$ cat config.mk
export PLATFORM = sky130hd
export DESIGN_NAME = vdp_boot_sequencer
export DESIGN_NICKNAME = d
export VERILOG_FILES = /design/src/rtl/vdp_boot_pkg.sv /design/src/rtl/vdp_boot_rom.sv /design/src/rtl/vdp_boot_sequencer.sv
export SDC_FILE = /design/constraint.sdc
export NUM_CORES = 1
export LEC_CHECK = 0
export ABC_AREA = 1
export CAP_MARGIN = 10
export CORE_UTILIZATION = 59
export CTS_CLUSTER_DIAMETER = 120
export DETAILED_ROUTE_END_ITERATION = 12
export GPL_ROUTABILITY_DRIVEN = 0
export PLACE_DENSITY = 0.87
export RECOVER_POWER = 25
export SETUP_SLACK_MARGIN = 0.4
export SLEW_MARGIN = 10
export SYNTH_ARGS = -nofsm -noshare
export SYNTH_HDL_FRONTEND = slang
export SYNTH_SLANG_ARGS = --single-unit
$ cat constraint.sdc
create_clock -name CLK100MHZ -period 3.1 [get_ports CLK100MHZ]
set_clock_uncertainty 0.05 [all_clocks]
set_input_delay 0.62 -clock CLK100MHZ [delete_from_list [all_inputs] [get_ports CLK100MHZ]]
set_output_delay 0.62 -clock CLK100MHZ [all_outputs]
set_load 0.1 [all_outputs]
$ cat src/rtl/vdp_boot_pkg.sv
// Shared types and constants for the VDP boot sequencer: FSM state and clear phase
// encodings, the boot command record, and the VDP host port addresses.
package vdp_boot_pkg;

    typedef enum logic [2:0] {
        ST_IDLE,
        ST_SETUP,
        ST_WAIT_ACK,
        ST_RELEASE,
        ST_WAIT_IDLE,
        ST_NEXT,
        ST_DONE,
        ST_ERROR
    } state_t;

    typedef enum logic [1:0] {
        PH_TABLE,
        PH_CLR_ADDR_HI,
        PH_CLR_ADDR_LO,
        PH_CLR_DATA
    } phase_t;

    typedef struct packed {
        logic [4:0]  a;
        logic [15:0] data;
    } cmd_t;

    localparam logic [4:0]  VDP_PORT_DATA   = 5'h00;
    localparam logic [4:0]  VDP_PORT_CTRL   = 5'h04;
    localparam int          VRAM_WORDS      = 32768;
    localparam logic [15:0] VRAM_WR_ADDR_HI = 16'h4000;
    localparam logic [15:0] VRAM_WR_ADDR_LO = 16'h0000;

    function automatic cmd_t make_cmd(input logic [4:0] a, input logic [15:0] data);
        cmd_t c;
        c.a    = a;
        c.data = data;
        return c;
    endfunction

endpackage

$ cat src/rtl/vdp_boot_rom.sv
// Fixed boot table: register writes that put the VDP into its default video mode.
// Indices past the table return a harmless all-zero control-port word.
module vdp_boot_rom
    import vdp_boot_pkg::*;
(
    input  logic [5:0] i_idx,
    output cmd_t       o_cmd
);

    always_comb begin
        o_cmd = make_cmd(VDP_PORT_CTRL, 16'h0000);
        case (i_idx)
            6'd0:    o_cmd.data = 16'h8004;
            6'd1:    o_cmd.data = 16'h8144;
            6'd2:    o_cmd.data = 16'h8230;
            6'd3:    o_cmd.data = 16'h8C81;
            default: o_cmd.data = 16'h0000;
        endcase
    end

endmodule

$ cat src/rtl/vdp_boot_sequencer.sv
// Boot-time VDP host-port master: replays the boot table with a DTACK handshake.
// Define VDP_BOOT_VRAM_CLEAR_EN to also zero all of VRAM after the table.
module vdp_boot_sequencer
    import vdp_boot_pkg::*;
#(
    parameter int NUM_CMDS       = 4,
    parameter int TIMEOUT_CYCLES = 4096
) (
    input  logic        CLK100MHZ,
    input  logic        CPU_RESETN,
    input  logic        start,
    output logic        busy,
    output logic        done,
    output logic        error,
    output logic        vdp_sel,
    output logic [4:0]  vdp_a,
    output logic        vdp_rnw,
    output logic        vdp_uds_n,
    output logic        vdp_lds_n,
    output logic [15:0] vdp_di,
    input  logic        vdp_dtack_n
);

    localparam logic [5:0]  LAST_IDX = 6'(NUM_CMDS - 1);
    localparam logic [12:0] TMO_LAST = 13'(TIMEOUT_CYCLES - 1);

    state_t      r_state;
    logic [5:0]  r_idx;
    logic [12:0] r_cnt;
    logic        r_dtack_n_p0;
    logic        r_dtack_n_p1;
    logic        r_busy;
    logic        r_done;
    logic        r_error;
    logic        r_sel;
    logic [4:0]  r_a;
    logic        r_rnw;
    logic        r_uds_n;
    logic        r_lds_n;
    logic [15:0] r_di;

    logic        w_ack;
    logic        w_tmo;
    logic [5:0]  w_rom_idx;
    cmd_t        w_rom_cmd;
    cmd_t        w_next_cmd;
    logic        w_finish;

    // DTACK crosses from the VDP clock domain: two-flop synchronizer, idle high
    always_ff @(posedge CLK100MHZ or negedge CPU_RESETN) begin
        if (!CPU_RESETN) begin
            r_dtack_n_p0 <= 1'b1;
            r_dtack_n_p1 <= 1'b1;
        end else begin
            r_dtack_n_p0 <= vdp_dtack_n;
            r_dtack_n_p1 <= r_dtack_n_p0;
        end
    end

    assign w_ack = ~r_dtack_n_p1;
    assign w_tmo = (r_cnt >= TMO_LAST);

    // Start always loads entry 0; NEXT looks one entry ahead
    assign w_rom_idx = (r_state == ST_NEXT) ? r_idx + 6'd1 : 6'd0;

    vdp_boot_rom u_rom (
        .i_idx (w_rom_idx),
        .o_cmd (w_rom_cmd)
    );

`ifdef VDP_BOOT_VRAM_CLEAR_EN
    localparam int WORD_W = $clog2(VRAM_WORDS);

    phase_t            r_phase;
    logic [WORD_W-1:0] r_word;
    logic [WORD_W-1:0] w_word_inc;

    always_comb begin
        w_word_inc = r_word + 1'b1;
        w_next_cmd = w_rom_cmd;
        w_finish   = 1'b0;
        case (r_phase)
            PH_TABLE: begin
                if (r_idx == LAST_IDX)
                    w_next_cmd = make_cmd(VDP_PORT_CTRL, VRAM_WR_ADDR_HI);
            end
            PH_CLR_ADDR_HI: w_next_cmd = make_cmd(VDP_PORT_CTRL, VRAM_WR_ADDR_LO);
            PH_CLR_ADDR_LO: w_next_cmd = make_cmd(VDP_PORT_DATA, 16'h0000);
            PH_CLR_DATA: begin
                w_next_cmd = make_cmd(VDP_PORT_DATA, 16'h0000);
                // last word written when the counter would wrap back to zero
                w_finish   = (w_word_inc == '0);
            end
            default: w_next_cmd = w_rom_cmd;
        endcase
    end
`else
    assign w_next_cmd = w_rom_cmd;
    assign w_finish   = (r_idx == LAST_IDX);
`endif

    always_ff @(posedge CLK100MHZ or negedge CPU_RESETN) begin
        if (!CPU_RESETN) begin
            r_state <= ST_IDLE;
            r_idx   <= '0;
            r_cnt   <= '0;
            r_busy  <= 1'b0;
            r_done  <= 1'b0;
            r_error <= 1'b0;
            r_sel   <= 1'b0;
            r_a     <= '0;
            r_rnw   <= 1'b1;
            r_uds_n <= 1'b1;
            r_lds_n <= 1'b1;
            r_di    <= '0;
`ifdef VDP_BOOT_VRAM_CLEAR_EN
            r_phase <= PH_TABLE;
            r_word  <= '0;
`endif
        end else begin
            case (r_state)
                ST_IDLE, ST_DONE, ST_ERROR: begin
                    if (start) begin
                        r_done  <= 1'b0;
                        r_error <= 1'b0;
                        r_busy  <= 1'b1;
                        r_idx   <= '0;
                        r_a     <= w_rom_cmd.a;
                        r_di    <= w_rom_cmd.data;
                        r_rnw   <= 1'b0;
                        r_uds_n <= 1'b0;
                        r_lds_n <= 1'b0;
                        r_state <= ST_SETUP;
`ifdef VDP_BOOT_VRAM_CLEAR_EN
                        r_phase <= PH_TABLE;
                        r_word  <= '0;
`endif
                    end
                end
                // address, data and strobes have been stable for one cycle
                ST_SETUP: begin
                    r_sel   <= 1'b1;
                    r_cnt   <= '0;
                    r_state <= ST_WAIT_ACK;
                end
                ST_WAIT_ACK: begin
                    if (w_ack) begin
                        r_sel   <= 1'b0;
                        r_state <= ST_RELEASE;
                    end else if (w_tmo) begin
                        r_sel   <= 1'b0;
                        r_rnw   <= 1'b1;
                        r_uds_n <= 1'b1;
                        r_lds_n <= 1'b1;
                        r_busy  <= 1'b0;
                        r_error <= 1'b1;
                        r_state <= ST_ERROR;
                    end else if (r_cnt != '1) begin
                        r_cnt <= r_cnt + 13'd1;
                    end
                end
                ST_RELEASE: begin
                    r_rnw   <= 1'b1;
                    r_uds_n <= 1'b1;
                    r_lds_n <= 1'b1;
                    r_cnt   <= '0;
                    r_state <= ST_WAIT_IDLE;
                end
                // DTACK must be seen high again before the next cycle may start
                ST_WAIT_IDLE: begin
                    if (!w_ack) begin
                        r_state <= ST_NEXT;
                    end else if (w_tmo) begin
                        r_sel   <= 1'b0;
                        r_rnw   <= 1'b1;
                        r_uds_n <= 1'b1;
                        r_lds_n <= 1'b1;
                        r_busy  <= 1'b0;
                        r_error <= 1'b1;
                        r_state <= ST_ERROR;
                    end else if (r_cnt != '1) begin
                        r_cnt <= r_cnt + 13'd1;
                    end
                end
                ST_NEXT: begin
                    if (w_finish) begin
                        r_busy  <= 1'b0;
                        r_done  <= 1'b1;
                        r_state <= ST_DONE;
                    end else begin
                        r_a     <= w_next_cmd.a;
                        r_di    <= w_next_cmd.data;
                        r_rnw   <= 1'b0;
                        r_uds_n <= 1'b0;
                        r_lds_n <= 1'b0;
                        r_state <= ST_SETUP;
`ifdef VDP_BOOT_VRAM_CLEAR_EN
                        case (r_phase)
                            PH_TABLE: begin
                                if (r_idx == LAST_IDX)
                                    r_phase <= PH_CLR_ADDR_HI;
                                else
                                    r_idx <= r_idx + 6'd1;
                            end
                            PH_CLR_ADDR_HI: r_phase <= PH_CLR_ADDR_LO;
                            PH_CLR_ADDR_LO: r_phase <= PH_CLR_DATA;
                            PH_CLR_DATA:    r_word  <= w_word_inc;
                            default:        r_phase <= PH_TABLE;
                        endcase
`else
                        r_idx <= r_idx + 6'd1;
`endif
                    end
                end
                default: r_state <= ST_IDLE;
            endcase
        end
    end

    assign busy      = r_busy;
    assign done      = r_done;
    assign error     = r_error;
    assign vdp_sel   = r_sel;
    assign vdp_a     = r_a;
    assign vdp_rnw   = r_rnw;
    assign vdp_uds_n = r_uds_n;
    assign vdp_lds_n = r_lds_n;
    assign vdp_di    = r_di;

endmodule

---- After elaboration in Yosys (flattened, before gate mapping) ----
Index checks and enable logic that the tools add are counted.
operators by class
  reduce and logical (&&, ||, !) cells .... 17
  order comparisons ....................... 1
  mux-type cells .......................... 52
  add/sub/neg operators ................... 2
  equality and inequality tests ........... 17
operators with widths
  operator                                                              number
  one-hot mux 16 bit (4 select lines)                                   1
  2-to-1 mux 13 bit                                                     4
  one-hot mux 13 bit (3 select lines)                                   1
  2-to-1 mux 16 bit                                                     2
  one-hot mux 16 bit (2 select lines)                                   1
  2-to-1 mux 1 bit                                                      23
  equality test 6 x 2 -> 1 bit (second input constant)                  3
  2-to-1 mux 6 bit                                                      3
  one-hot mux 3 bit (6 select lines)                                    1
  2-to-1 mux 3 bit                                                      5
  one-hot mux 1 bit (5 select lines)                                    3
  adder 13 x 1 -> 13 bit (second input constant)                        1
  greater-or-equal comparator 13 x 12 -> 1 bit (second input constant)  1
  != test 13 bit (second input constant)                                1
  equality test 3 bit (second input constant)                           4
  one-hot mux 6 bit (2 select lines)                                    1
  2-to-1 mux 5 bit                                                      2
  != test 2 bit (second input constant)                                 5
  one-hot mux 5 bit (2 select lines)                                    1
  AND reduction 5 bit                                                   2
  AND reduction 3 bit                                                   3
  nonzero test 3 bit                                                    3
  adder 6 x 1 -> 6 bit (second input constant)                          1
  equality test 3 x 2 -> 1 bit (second input constant)                  2
  14 further kinds                                                      15
storage, ports and cells
  logic and storage cells ................. 103
  flip-flop bits (word level) ............. 52
  output and inout port bits .............. 28

---- Logic depth before layout (Yosys ltp) ----
  word-level depth ........................ 6
  depth in mapped cells ................... 12
  depth with buffers taken out ............ 11

---- By module ----
A second synthesis with hierarchy kept.
second synthesis, totals
  cells, all modules ...................... 381
  area total of the unflattened synthesis .. 2822.7 um^2
modules (own cells, without submodules)
  module              area an instance (um^2)  cells each  sequential area each (um^2)  instances
  vdp_boot_sequencer  2635.0                   349         1307.5                       1
  vdp_boot_rom        187.7                    32          0.0                          1

---- Worst setup path before layout ----
Ideal clock, no wire load.
  path kind ............................... register to output
  from .................................... register vdp_di[11] (netlist name)
  to ...................................... output port vdp_di[10]
  path buffers ............................ 1
  slack ................................... 1.057 ns
  cell stages (with the launch flop) ...... 2
  required time ........................... 2.430 ns
  data arrival time ....................... 1.373 ns
  cell sequence ........................... dfrtp_1 -> buf_4
RTL lines
  what              RTL line                  RTL
  end: declaration  vdp_boot_sequencer.sv:20  output logic [15:0] vdp_di,

---- Worst setup path in the final report ----
  from .................................... register r_state[2]
  to ...................................... register r_di[2] (netlist: vdp_di[2])
on the way
  cells in the longest elaborated chain, start to end .. 6
  elaborated cells on any way between the ends .. 18
  those cells by class .................... 8 x eq/ne; 5 x mux; 5 x reduce/logical
ends and longest elaborated chain
  what                                                  RTL line                                              RTL
  start: declaration                                    vdp_boot_sequencer.sv:27                              state_t r_state;
  start signal: assignment                              vdp_boot_sequencer.sv:104                             r_state <= ST_IDLE;
  start signal: assignment                              vdp_boot_sequencer.sv:133                             r_state <= ST_SETUP;
  start signal: assignment                              vdp_boot_sequencer.sv:144                             r_state <= ST_WAIT_ACK;
  equality test 3 bit                                   vdp_boot_sequencer.sv:64, vdp_boot_sequencer.sv:121
  2-to-1 mux 6 bit                                      vdp_boot_sequencer.sv:64                              assign w_rom_idx = (r_state == ST_NEXT) ? r_idx + 6'd1 : 6'd0;
  equality test 6 x 2 -> 1 bit (tied with other cells)  vdp_boot_rom.sv:12                                    case (i_idx)
  one-hot mux 16 bit (4 select lines)                   vdp_boot_rom.sv:12
  2-to-1 mux 16 bit (on tied branches)                  vdp_boot_sequencer.sv:186, vdp_boot_sequencer.sv:123
  one-hot mux 16 bit (2 select lines)                   vdp_boot_sequencer.sv:121                             case (r_state)
  end signal: assignment                                vdp_boot_sequencer.sv:129                             r_di <= w_rom_cmd.data;
  end signal: assignment                                vdp_boot_sequencer.sv:192                             r_di <= w_next_cmd.data;
  end: declaration                                      vdp_boot_sequencer.sv:40                              logic [15:0] r_di;
Parallel ways exist; a longest one is shown, timed or not. The select of a mux whose other input is x is not followed.
A chain may end at the register's enable or synchronous reset.

==> flow_metrics.tcl <==
set metrics [dict create \
    viasPerCell 5.38 \
    portBuffers 22 \
    final_util 0.673 \
    dieArea_mm2 0.00422 \
    wl_per_cell_um 12.9 \
    p_sw_mw 1.22 \
    core_mm2 0.00374 \
    antenna_found_initial 0 \
    grt_util_all_layers 0.277 \
    clock_sinks 37 \
    synth_common_cells "nand2_1, nand3_1, nor2_1" \
    wirelength_um 5090 \
    rows 22 \
    grt_pass1_wl_um 8690 \
    nFillCells 329 \
    synth_area_per_cell_um2 7.07 \
    slowest_stage "dfrtp_1" \
    crit_chain "inv_1, nand2_1, nand3_1, nor2_1, nand2_1, nor2_1, nand3_1, nand2_1" \
    multi_input_area_mm2 0.00113 \
    path_delay_family "simple AND/OR/NAND/NOR gates" \
    path_depth 8 \
    die_x_um 65.0 \
    use_met1 0.327 \
    drv_cap 1 \
    syn_inst 331 \
    crit_path_frequent_cell "nand2_1" \
    synth_edf_count 0 \
    min_path_type "reg -> reg" \
    yosysMostFrequentCell "nand2_1" \
    use_met3 0.0827 \
    swShare 0.541 \
    reg2reg_from "r_state[2]" \
    power_mw 2.26 \
    finalSetupViolCount 0 \
    setup_tns_ns 0 \
    arrival_ns 2.28 \
    worstSetupPathType "reg -> reg" \
    violations "capacitance limit, slew limit" \
    synth_warnings 0 \
    r2r-end "vdp_di[2]" \
    grt_pass1_vias 2023 \
    cp_max_fo 15 \
    power.leakage_nw 1.32 \
    synth_top_area_frac 0.342 \
    path_buf_inv 1 \
    area.growth.synth_to_final_pct 7.65 \
    antenna_left 0 \
    dp_hpwl_um 3490 \
    boundaryPins 32 \
    ys.flop_type "dfrtp_1" \
    pwr_density_cell_mw_per_mm2 897 \
    yosys.area.top_type "dfrtp_1" \
    layout-drive-gt1-share 0.127 \
    fin_nets 353 \
    numCtsBuffers 5 \
    worstMarginPinSlew_ns 1.88 \
    place_area_mm2 0.00243 \
    intPower_mw 1.04 \
    ctsHoldBuffers 0 \
    regArea_um2 932 \
    vdd_drop_max_v 0.000553 \
    holdPathStages 0 \
    final_area_mm2 0.00252 \
    drt_iter0_markers 200 \
    synth_cell_types 28 \
    cts_buffer_depth 2 \
    cp.required_ns 3.28 \
    clkTransAtPathRegs_ns 0.07 \
    num_vias 2126 \
    cp-end-kind "flip-flop" \
    gr-usage-met2 0.454 \
    holdPathEnd "r_dtack_n_p1" \
    busiest_layer "met2" \
    rr_worst_depth 8 \
    hp-start "r_dtack_n_p0" \
    slew_viol_final 38 \
    grt_overflow 0 \
    worst_setup_path_start_kind "flip-flop" \
    status "complete, but fails checks" \
    power_frac_seq 0.301 \
    rsz0062_at_grt "no" \
    fin_crit_sh 0.677 \
    cts_root_buffer "clkbuf_8" \
    power_frac_comb 0.544 \
    hold_viol 0 \
    cpPeakStageDelay_ns 0.45 \
    clkLatencyLatePin_ns 0.29 \
    post-route-min-period_ns 2.10 \
    pwr-share-clk 0.156 \
    htreeDepth 2 \
    fmax_ghz 0.477 \
    drc 0 \
    synthTopCellsByArea "dfrtp_1, nand2_1, nand3_1" \
    synthesis.area_mm2 0.00234 \
    synth-seq-cells 37 \
    async_flop_share 1.00 \
    grt_max_degree 38 \
    initial_core_util 0.625 \
    firstDrtPassIters 5 \
    r2r_setup_slack_ns 1.00 \
    cts_tree "yes" \
    post_cts_resized 0 \
    slew_headroom -0.253 \
    postCtsSetupBuffers 0 \
    ys_seq_area_frac 0.398 \
    die_y_um 65.0 \
    antennaDiodeCount 0 \
]
-- area by class of cell --
class / instances / share of cell area
Tap cell: 48 / 0.0238
Timing Repair Buffer: 22 / 0.0661
Inverter: 38 / 0.0566
Clock buffer: 8 / 0.0358
Multi-Input combinational cell: 242 / 0.448
Sequential cell: 37 / 0.370
-- routing by layer --
metal | up-vias | wire, µm
met2 | 91 | 2540
met3 | 8 | 321
li1 | 1053 | -
met5 | - | 0
met1 | 974 | 2160
met4 | 0 | 73
-- power by group through the flow --
stage,clock network [mW],registers [mW],logic (mW)
final,0.352,0.680,1.23
after global routing,0.379,0.691,1.33
after CTS,0.358,0.676,1.22
after detailed placement,0,0.679,1.21
after global placement,0,0.674,1.18
after floorplan,0,0.934,0.793
-- sequential cells by signal, summed over array words and instances (netlist names) --
| signal | cells |
|---|---|
| r_idx | 6 |
| done | 1 |
| r_cnt | 13 |
| vdp_di | 5 |
| r_state | 3 |
| r_dtack_n_p0 | 1 |
| vdp_a | 1 |
| vdp_lds_n | 1 |
| error | 1 |
| vdp_rnw | 1 |
| r_dtack_n_p1 | 1 |
| vdp_sel | 1 |
| busy | 1 |
| vdp_uds_n | 1 |
-- worst register-to-register path: stages (launching register included) --
cell,delay (ns)
dfrtp_1,0.45
inv_1,0.13
nand2_1,0.45
nand3_1,0.17
nor2_1,0.12
nand2_1,0.25
nor2_1,0.26
nand3_1,0.11
nand2_1,0.07
-- worst max-delay path by stage --
stage	from	endpoint	slack [ns]
floorplan	vdp_di[11]	vdp_di[10]	1.06
global placement	start	vdp_a[2]	1.06
detailed placement	start	vdp_a[2]	1.00
CTS	r_state[2]	vdp_di[2]	1.05
global route	CPU_RESETN	r_state[2]	0.68
finish	r_state[2]	vdp_di[2]	1.00
-- through the flow --
step	std cells	hold slack, ns	setup slack [ns]
4_1_cts	395	0.307	1.05
3_5_place_dp	387	0.297	1.00
2_1_floorplan	339	0.274	1.06
5_1_grt	395	0.309	0.678
6_report	395	0.307	1.00
3_3_place_gp	387	0.295	1.06
-- cell usage in the layout (no fill, tap or decap) --
cell type and instances:
nand4_1 6, a21oi_1 5, nand2_1 96, nor2_1 41, nor3_1 2, xnor2_1 3, nand4_2 1, nor2_2 2
or2_1 1, clkbuf_8 6, inv_1 34, nand3_1 48, clkbuf_1 3, inv_2 4, buf_4 19, a21boi_0 1
ha_1 3, dfrtp_1 32, xor2_1 4, clkdlybuf4s50_1 1, o211ai_1 1, conb_1 9, dfstp_2 5, nand2_4 1
o21ai_0 11, dlygate4sd3_1 1, nand3_2 3, a31oi_1 1, nand2_2 3
-- cell families (layout without fill, tap and decap cells) --
kind of cell    count (synthesis)  count (layout)  share of synthesized area
compound gates                 19              19                     0.0433
xor+xnor                        7               7                     0.0262
fa+ha+maj                       3               3                     0.0160
buf+inv                        60              68                      0.133
flops                          37              37                      0.398
other cells                     1               9                    0.00160
simple gates                  204             204                      0.382
Power figures use the tool's default switching activity.
